$ cat src/rtl/elevator_pkg.sv
// Shared elevator definitions: floor count, motion FSM states and floor-mask
// helpers used by elevator_motion_ctrl (and frequency_move users).
package elevator_pkg;

  localparam int unsigned FLOOR_COUNT = 3;

  typedef enum logic [1:0] {
    S_IDLE,
    S_MOVE_UP,
    S_MOVE_DOWN,
    S_DOOR
  } state_e;

  // One-hot mask of a single floor.
  function automatic logic [FLOOR_COUNT-1:0] floor_onehot(input logic [1:0] f);
    case (f)
      2'd0:    return 3'b001;
      2'd1:    return 3'b010;
      2'd2:    return 3'b100;
      default: return '0;
    endcase
  endfunction

  // Mask of floors strictly above f.
  function automatic logic [FLOOR_COUNT-1:0] floors_above(input logic [1:0] f);
    case (f)
      2'd0:    return 3'b110;
      2'd1:    return 3'b100;
      default: return '0;
    endcase
  endfunction

  // Mask of floors strictly below f.
  function automatic logic [FLOOR_COUNT-1:0] floors_below(input logic [1:0] f);
    case (f)
      2'd1:    return 3'b001;
      2'd2:    return 3'b011;
      default: return '0;
    endcase
  endfunction

endpackage

$ cat src/rtl/elevator_motion_ctrl_rise_detect.sv
// rise_detect: registered 1-bit rising-edge detector.
//   clk          in  system clock
//   button_reset in  asynchronous active-high reset
//   din          in  level input (same clock domain)
//   rise         out one-cycle pulse when din is 1 and was 0 last cycle
module rise_detect (
  input  logic clk,
  input  logic button_reset,
  input  logic din,
  output logic rise
);

  logic din_q;

  always_ff @(posedge clk or posedge button_reset) begin
    if (button_reset) din_q <= 1'b0;
    else              din_q <= din;
  end

  assign rise = din & ~din_q;

endmodule

$ cat src/rtl/elevator_motion_ctrl.sv
// elevator_motion_ctrl: car-motion FSM for floors 0..2. Counts move_clk steps
// between floors, latches calls, runs the door timer, freezes under sos_mode.
//   clk, button_reset           clock, async active-high reset
//   move_clk                    travel step clock (rising edge = one step)
//   call_btn[2:0]               per-floor call requests
//   sos_mode                    freeze all state
//   weight_limit_exceeded       hold door open
//   led1..led3                  floor indicator, only while level at a floor
//   move_handler, door_open     motion / door status
//   floor_pos[1:0], dir_up      current or last-passed floor, last direction
//   pending[2:0]                latched unserved calls
module elevator_motion_ctrl #(
  parameter int unsigned STEPS_PER_FLOOR = 4,
  parameter int unsigned DOOR_CYCLES     = 50
) (
  input  logic       clk,
  input  logic       button_reset,
  input  logic       move_clk,
  input  logic [2:0] call_btn,
  input  logic       sos_mode,
  input  logic       weight_limit_exceeded,
  output logic       led1,
  output logic       led2,
  output logic       led3,
  output logic       move_handler,
  output logic       door_open,
  output logic [1:0] floor_pos,
  output logic       dir_up,
  output logic [2:0] pending
);

  import elevator_pkg::*;

  localparam int unsigned SW = $clog2(STEPS_PER_FLOOR + 1);
  localparam int unsigned TW = $clog2(DOOR_CYCLES + 1);
  localparam logic [SW-1:0] SPF_L     = SW'(STEPS_PER_FLOOR);
  localparam logic [TW-1:0] DOOR_LOAD = TW'(DOOR_CYCLES);

  state_e        state_q, state_d;
  logic [1:0]    floor_pos_q, floor_pos_d;
  logic [SW-1:0] step_cnt_q, step_cnt_d;
  logic [2:0]    pending_q, pending_d;
  logic          dir_up_q, dir_up_d;
  logic [TW-1:0] timer_q, timer_d;

  logic          step;
  logic [2:0]    here, req, latch, arrive_oh, further;
  logic [SW-1:0] cnt_inc;
  logic [1:0]    arrive_floor;

  // Detector keeps tracking move_clk during sos_mode, so a level held across
  // the freeze does not produce a spurious step on release.
  rise_detect u_step_detect (
    .clk          (clk),
    .button_reset (button_reset),
    .din          (move_clk),
    .rise         (step)
  );

  always_ff @(posedge clk or posedge button_reset) begin
    if (button_reset) begin
      state_q     <= S_IDLE;
      floor_pos_q <= 2'd0;
      step_cnt_q  <= '0;
      pending_q   <= '0;
      dir_up_q    <= 1'b1;
      timer_q     <= '0;
    end else begin
      state_q     <= state_d;
      floor_pos_q <= floor_pos_d;
      step_cnt_q  <= step_cnt_d;
      pending_q   <= pending_d;
      dir_up_q    <= dir_up_d;
      timer_q     <= timer_d;
    end
  end

  always_comb begin
    state_d      = state_q;
    floor_pos_d  = floor_pos_q;
    step_cnt_d   = step_cnt_q;
    pending_d    = pending_q;
    dir_up_d     = dir_up_q;
    timer_d      = timer_q;
    here         = floor_onehot(floor_pos_q);
    req          = pending_q | call_btn;
    latch        = call_btn;
    cnt_inc      = step_cnt_q + SW'(1);
    arrive_floor = floor_pos_q;
    arrive_oh    = '0;
    further      = '0;

    if (!sos_mode) begin
      // While parked, a call at the current floor acts directly instead of latching.
      if (state_q == S_IDLE || state_q == S_DOOR) latch = call_btn & ~here;
      pending_d = pending_q | latch;

      unique case (state_q)
        S_IDLE: begin
          if (|(req & here)) begin
            state_d   = S_DOOR;
            timer_d   = DOOR_LOAD;
            pending_d = pending_d & ~here;
          end else if (dir_up_q && |(req & floors_above(floor_pos_q))) begin
            state_d = S_MOVE_UP;
          end else if (!dir_up_q && |(req & floors_below(floor_pos_q))) begin
            state_d = S_MOVE_DOWN;
          end else if (|(req & floors_above(floor_pos_q))) begin
            state_d  = S_MOVE_UP;
            dir_up_d = 1'b1;
          end else if (|(req & floors_below(floor_pos_q))) begin
            state_d  = S_MOVE_DOWN;
            dir_up_d = 1'b0;
          end
        end

        S_MOVE_UP, S_MOVE_DOWN: begin
          if (step) begin
            step_cnt_d = cnt_inc;
            if (cnt_inc == SPF_L) begin
              step_cnt_d   = '0;
              arrive_floor = (state_q == S_MOVE_UP) ? floor_pos_q + 2'd1 : floor_pos_q - 2'd1;
              floor_pos_d  = arrive_floor;
              arrive_oh    = floor_onehot(arrive_floor);
              further      = (state_q == S_MOVE_UP) ? floors_above(arrive_floor)
                                                    : floors_below(arrive_floor);
              if (|(pending_d & arrive_oh)) begin
                state_d   = S_DOOR;
                timer_d   = DOOR_LOAD;
                pending_d = pending_d & ~arrive_oh;
              end else if (!(|(pending_d & further))) begin
                state_d = S_IDLE;
              end
            end
          end
        end

        S_DOOR: begin
          if (weight_limit_exceeded || |(call_btn & here)) begin
            timer_d = DOOR_LOAD;
          end else begin
            timer_d = timer_q - TW'(1);
            if (timer_q == TW'(1)) state_d = S_IDLE;
          end
        end

        default: ;
      endcase
    end
  end

  logic [2:0] led_oh;
  assign led_oh       = here & {3{step_cnt_q == '0}};
  assign led1         = led_oh[0];
  assign led2         = led_oh[1];
  assign led3         = led_oh[2];
  assign move_handler = (state_q == S_MOVE_UP) || (state_q == S_MOVE_DOWN);
  assign door_open    = (state_q == S_DOOR);
  assign floor_pos    = floor_pos_q;
  assign dir_up       = dir_up_q;
  assign pending      = pending_q;

endmodule
$ cat config.mk
export PLATFORM = sky130hd
export DESIGN_NAME = elevator_motion_ctrl
export DESIGN_NICKNAME = d
export VERILOG_FILES = /design/src/rtl/elevator_pkg.sv /design/src/rtl/elevator_motion_ctrl_rise_detect.sv /design/src/rtl/elevator_motion_ctrl.sv
export SDC_FILE = /design/constraint.sdc
export NUM_CORES = 1
export LEC_CHECK = 0
export BUFFER_PORTS_ARGS = -buffer_cell sky130_fd_sc_hd__buf_2
export CORE_ASPECT_RATIO = 0.8
export CORE_MARGIN = 4
export CORE_UTILIZATION = 35
export DETAILED_ROUTE_END_ITERATION = 12
export GPL_TIMING_DRIVEN = 0
export SETUP_SLACK_MARGIN = 0.2
export SLEW_MARGIN = 20
export SYNTH_ARGS = -nofsm -noshare
export SYNTH_HDL_FRONTEND = slang
export SYNTH_HIERARCHICAL = 1
export SYNTH_SLANG_ARGS = --single-unit
$ cat constraint.sdc
create_clock -name clk -period 2.2 [get_ports clk]
set_input_delay 0.33 -clock clk [delete_from_list [all_inputs] [get_ports clk]]
set_output_delay 0.33 -clock clk [all_outputs]
set_load 0.02 [all_outputs]
==> impl_results.md <==
- Outcome: complete, but fails checks
- Violated checks: negative setup slack
- Max-slew headroom: 53.7%
- # DRC: 0
- RD Place Congestion: 0.873
- Core Region: 0.00388 mm²
- CTS tree: yes
- Largest stage delay, worst path: 0.44 ns
- RR Endpoint: state_q[1]
- Critical path cell sequence: inv_2, ha_4, buf_6, nand2b_4, a21o_1, a221oi_4, buf_6, o21a_1, a21oi_1, mux2_4
- Max Fclk: 445 MHz
- Finished Layout Cells: 254
- Dominant synthesized flop cell: dfrtp_1
- Post-Syn Nets: 187
- Synth warn: 6
- CP Launch Type: flip-flop
- Latest clock arrival within the worst-skew pair: 0.26 ns
- Post-route cell area: 0.00188 mm²
- NetSw: 1.48 mW
- Share of total power in combinational logic: 74.8%
- Starting Density: 37.1%
- Clock skew: 0.00324 ns
- Avg WL per Cell: 15.0 µm
- Mapped Cells: 159
- RSZ-0062 raised after global routing: true
- Reg2Reg Depth: 10
- Post-Route WL: 3820 µm
- Synth top area share: 29.6%
- Initial DRC Count: 140
- First-pass GRT wire length: 6730 µm
- HPWL after detailed placement: 2710 µm
- Standard-cell rows: 20
- Largest net degree at the start of global routing: 18
- Die height: 65.3 µm
- Sequential share of the synthesized area: 31.4%
- Syn Area/Cell: 9.04 µm²
- Post-synth EDFFs: 0
- Reg-to-reg startpoint: state_q[0]
- FFs w/ async S/R, synth: 100%
- # clock sinks: 18
- Post-Syn Area: 0.00144 mm²
- Area growth, synth to finish: 30.7%
- DP Cell Count: 232
- Antenna-violating nets left: 0
- Die area: 0.00520 mm²
- CTS Buffer Depth: 2
- Cell area after placement: 0.00163 mm²
- Most frequent CP cell: buf_6
- Final Max Tran Viols: 0
- Crit Path Class: flip-flop to flip-flop
- Flop pwr share: 17.4%
- Worst setup margin: -0.0454 ns
- DR vias/cell: 5.20
- Setup crit end kind: flip-flop
- Cell taking the most area after synthesis: dfrtp_1
- H-tree depth: 1
- Cell variety after synth: 44
- Hold_sp: move_clk
- Power density over the cells: 1690 mW/mm²
- CP Data Arrival Time: 2.39 ns
- Hold depth: 1
- Minimum clock period: 2.25 ns
- Worst hold-check path type: input port to flip-flop
- Worst-Margin Slew: 0.694 ns
- Crit path max fanout: 4
- Clock power frac: 7.8%
- Internal: 1.68 mW
- Share of layout cells above drive strength 1: 37.7%
- Hold path endpoint: u_step_detect/din_q
- CTS clk-pin slew, worst paths: 0.07 ns
- I/O Buffers: 18
- Gr ovfl total: 0
- ANT cells: 0
- Total number of vias: 1321
- Final Cycle Share: 102%
- Reg-to-reg slack, setup: -0.05 ns
- Kind of cell adding the most delay to the critical path: compound AO/OA/AOI/OAI gates
- # setup viols final: 2
- Cts bufs inserted: 3
- Lkg Pwr: 0.878 nW
- Tot GR Track Use: 16.4%
- Switching share of power: 46.8%
- DR pass1 iterations: 4
- VDD IR max: 0.000759 V
- Yosys reg bits: 18
- Chip width: 79.7 µm
- Fin. Hold Viols: 0
- Buf+Inv Stages, Crit Path: 3
- Top cells by area, synth: dfrtp_1 30%, ha_1 17%, inv_1 6.0%
- Max Cap Viol: 0
- Nets: 228
- Initial antenna violation count: 0
- Critical Path RT: 2.34 ns
- # IOs: 19
- Vias in the first global route: 1428
- Worst path slowest cell: dfrtp_2
- Clock Root Buffer: clkbuf_8
==> power groups by stage <==
| stage | sequential, mW | clock, mW | combinational [mW] |
|---|---|---|---|
| final | 0.551 | 0.247 | 2.37 |
| after floorplan | 0.589 | 0 | 1.36 |
| after global placement | 0.556 | 0 | 1.76 |
| after detailed placement | 0.571 | 0 | 1.80 |
| after global routing | 0.571 | 0.272 | 2.58 |
| after CTS | 0.546 | 0.254 | 2.27 |
==> synthesized netlist by cell type (all sizes together), types with 4 or more instances <==
cell   count
a21o       4
a21oi      9
and2       4
dfrtp     17
ha        20
inv       23
nand2     14
nor2       6
o21ai     12
o22ai      5
==> registers in the layout (all words and copies together), names as in the netlist <==
name and flops:
timer_q 6, pending 3, step_cnt_q 3, floor_pos 2, state_q 2, dir_up 1, u_step_detect/din_q 1
==> placed cells by master, fill, tap and decap left out, types with 3 or more instances in the layout <==
cell type,synthesis,layout
inv_1,23,18
buf_2,0,18
nand2_1,14,14
ha_1,20,14
dfrtp_1,17,14
buf_4,0,14
o21ai_0,11,8
o22ai_1,5,5
nor2_1,6,5
buf_6,1,4
a21o_1,4,4
a21oi_2,1,4
a21oi_1,8,4
ha_2,0,4
nand4_1,3,3
o21a_1,3,3
nand3_1,3,3
inv_2,0,3
nor3_1,3,3
a31oi_1,3,3
and2_1,3,3
clkbuf_8,0,3
dfrtp_2,0,3
==> kinds of logic after synthesis <==
logic type,after synthesis,synth area share (%)
mux,5,3.74
simple gates,42,15.6
xor+xnor,1,0.609
flops,18,31.4
buf+inv,24,6.79
fa+ha+maj,20,17.4
compound gates,49,24.5
==> layer usage <==
| layer | vias to the layer above | routed length (µm) | track usage (%) |
|---|---|---|---|
| met5 | - | 0 | 0 |
| met4 | 0 | 46 | 4.51 |
| met3 | 6 | 302 | 4.79 |
| met2 | 50 | 1840 | 27.9 |
| met1 | 628 | 1620 | 20.3 |
| li1 | 637 | - | - |
==> stage by stage <==
stage	hold slack [ns]	total power, mW	setup WS, ns	TNS [ns]	util (%)
finish	0.198	3.17	-0.0454	-0.0499	48.5
global route	0.191	3.42	-0.124	-0.725	48.5
CTS	0.193	3.07	-0.0327	-0.0356	47.9
detailed placement	0.180	2.37	-0.242	-1.19	42.1
global placement	0.172	2.31	-0.192	-0.851	42.1
floorplan	0.0587	1.95	-0.0151	-0.0224	-
==> how the worst max path moves through the flow <==
| stage | from | end | slack, ns | cells after the start |
|---|---|---|---|---|
| global placement | state_q[1] | timer_q[2] | -0.19 | 11 |
| global route | state_q[0] | state_q[1] | -0.12 | 10 |
| finish | state_q[0] | state_q[1] | -0.05 | 10 |
| floorplan | floor_pos[0] | state_q[1] | -0.02 | 9 |
| detailed placement | state_q[1] | timer_q[2] | -0.24 | 11 |
| CTS | state_q[0] | state_q[1] | -0.03 | 10 |
==> layout make-up <==
type	instances	area, µm²
tap	55	68.8
multi-input combinational	117	968
timing repair buffer	36	239
buffer	1	11.3
inverter	23	91.3
sequential	18	455
clock buffer	4	45.0
fill	361	2000
==> repair_timing <==
action                                  CTS  global route
endpoints found under the setup margin    9             9
cloned                                    0             0
buffers inserted                         16             1
hold buffers                              1             0
resized for setup                        19             5
pin swaps                                16             2
endpoints found under the hold margin     1             0
Power figures use the tool's default switching activity.
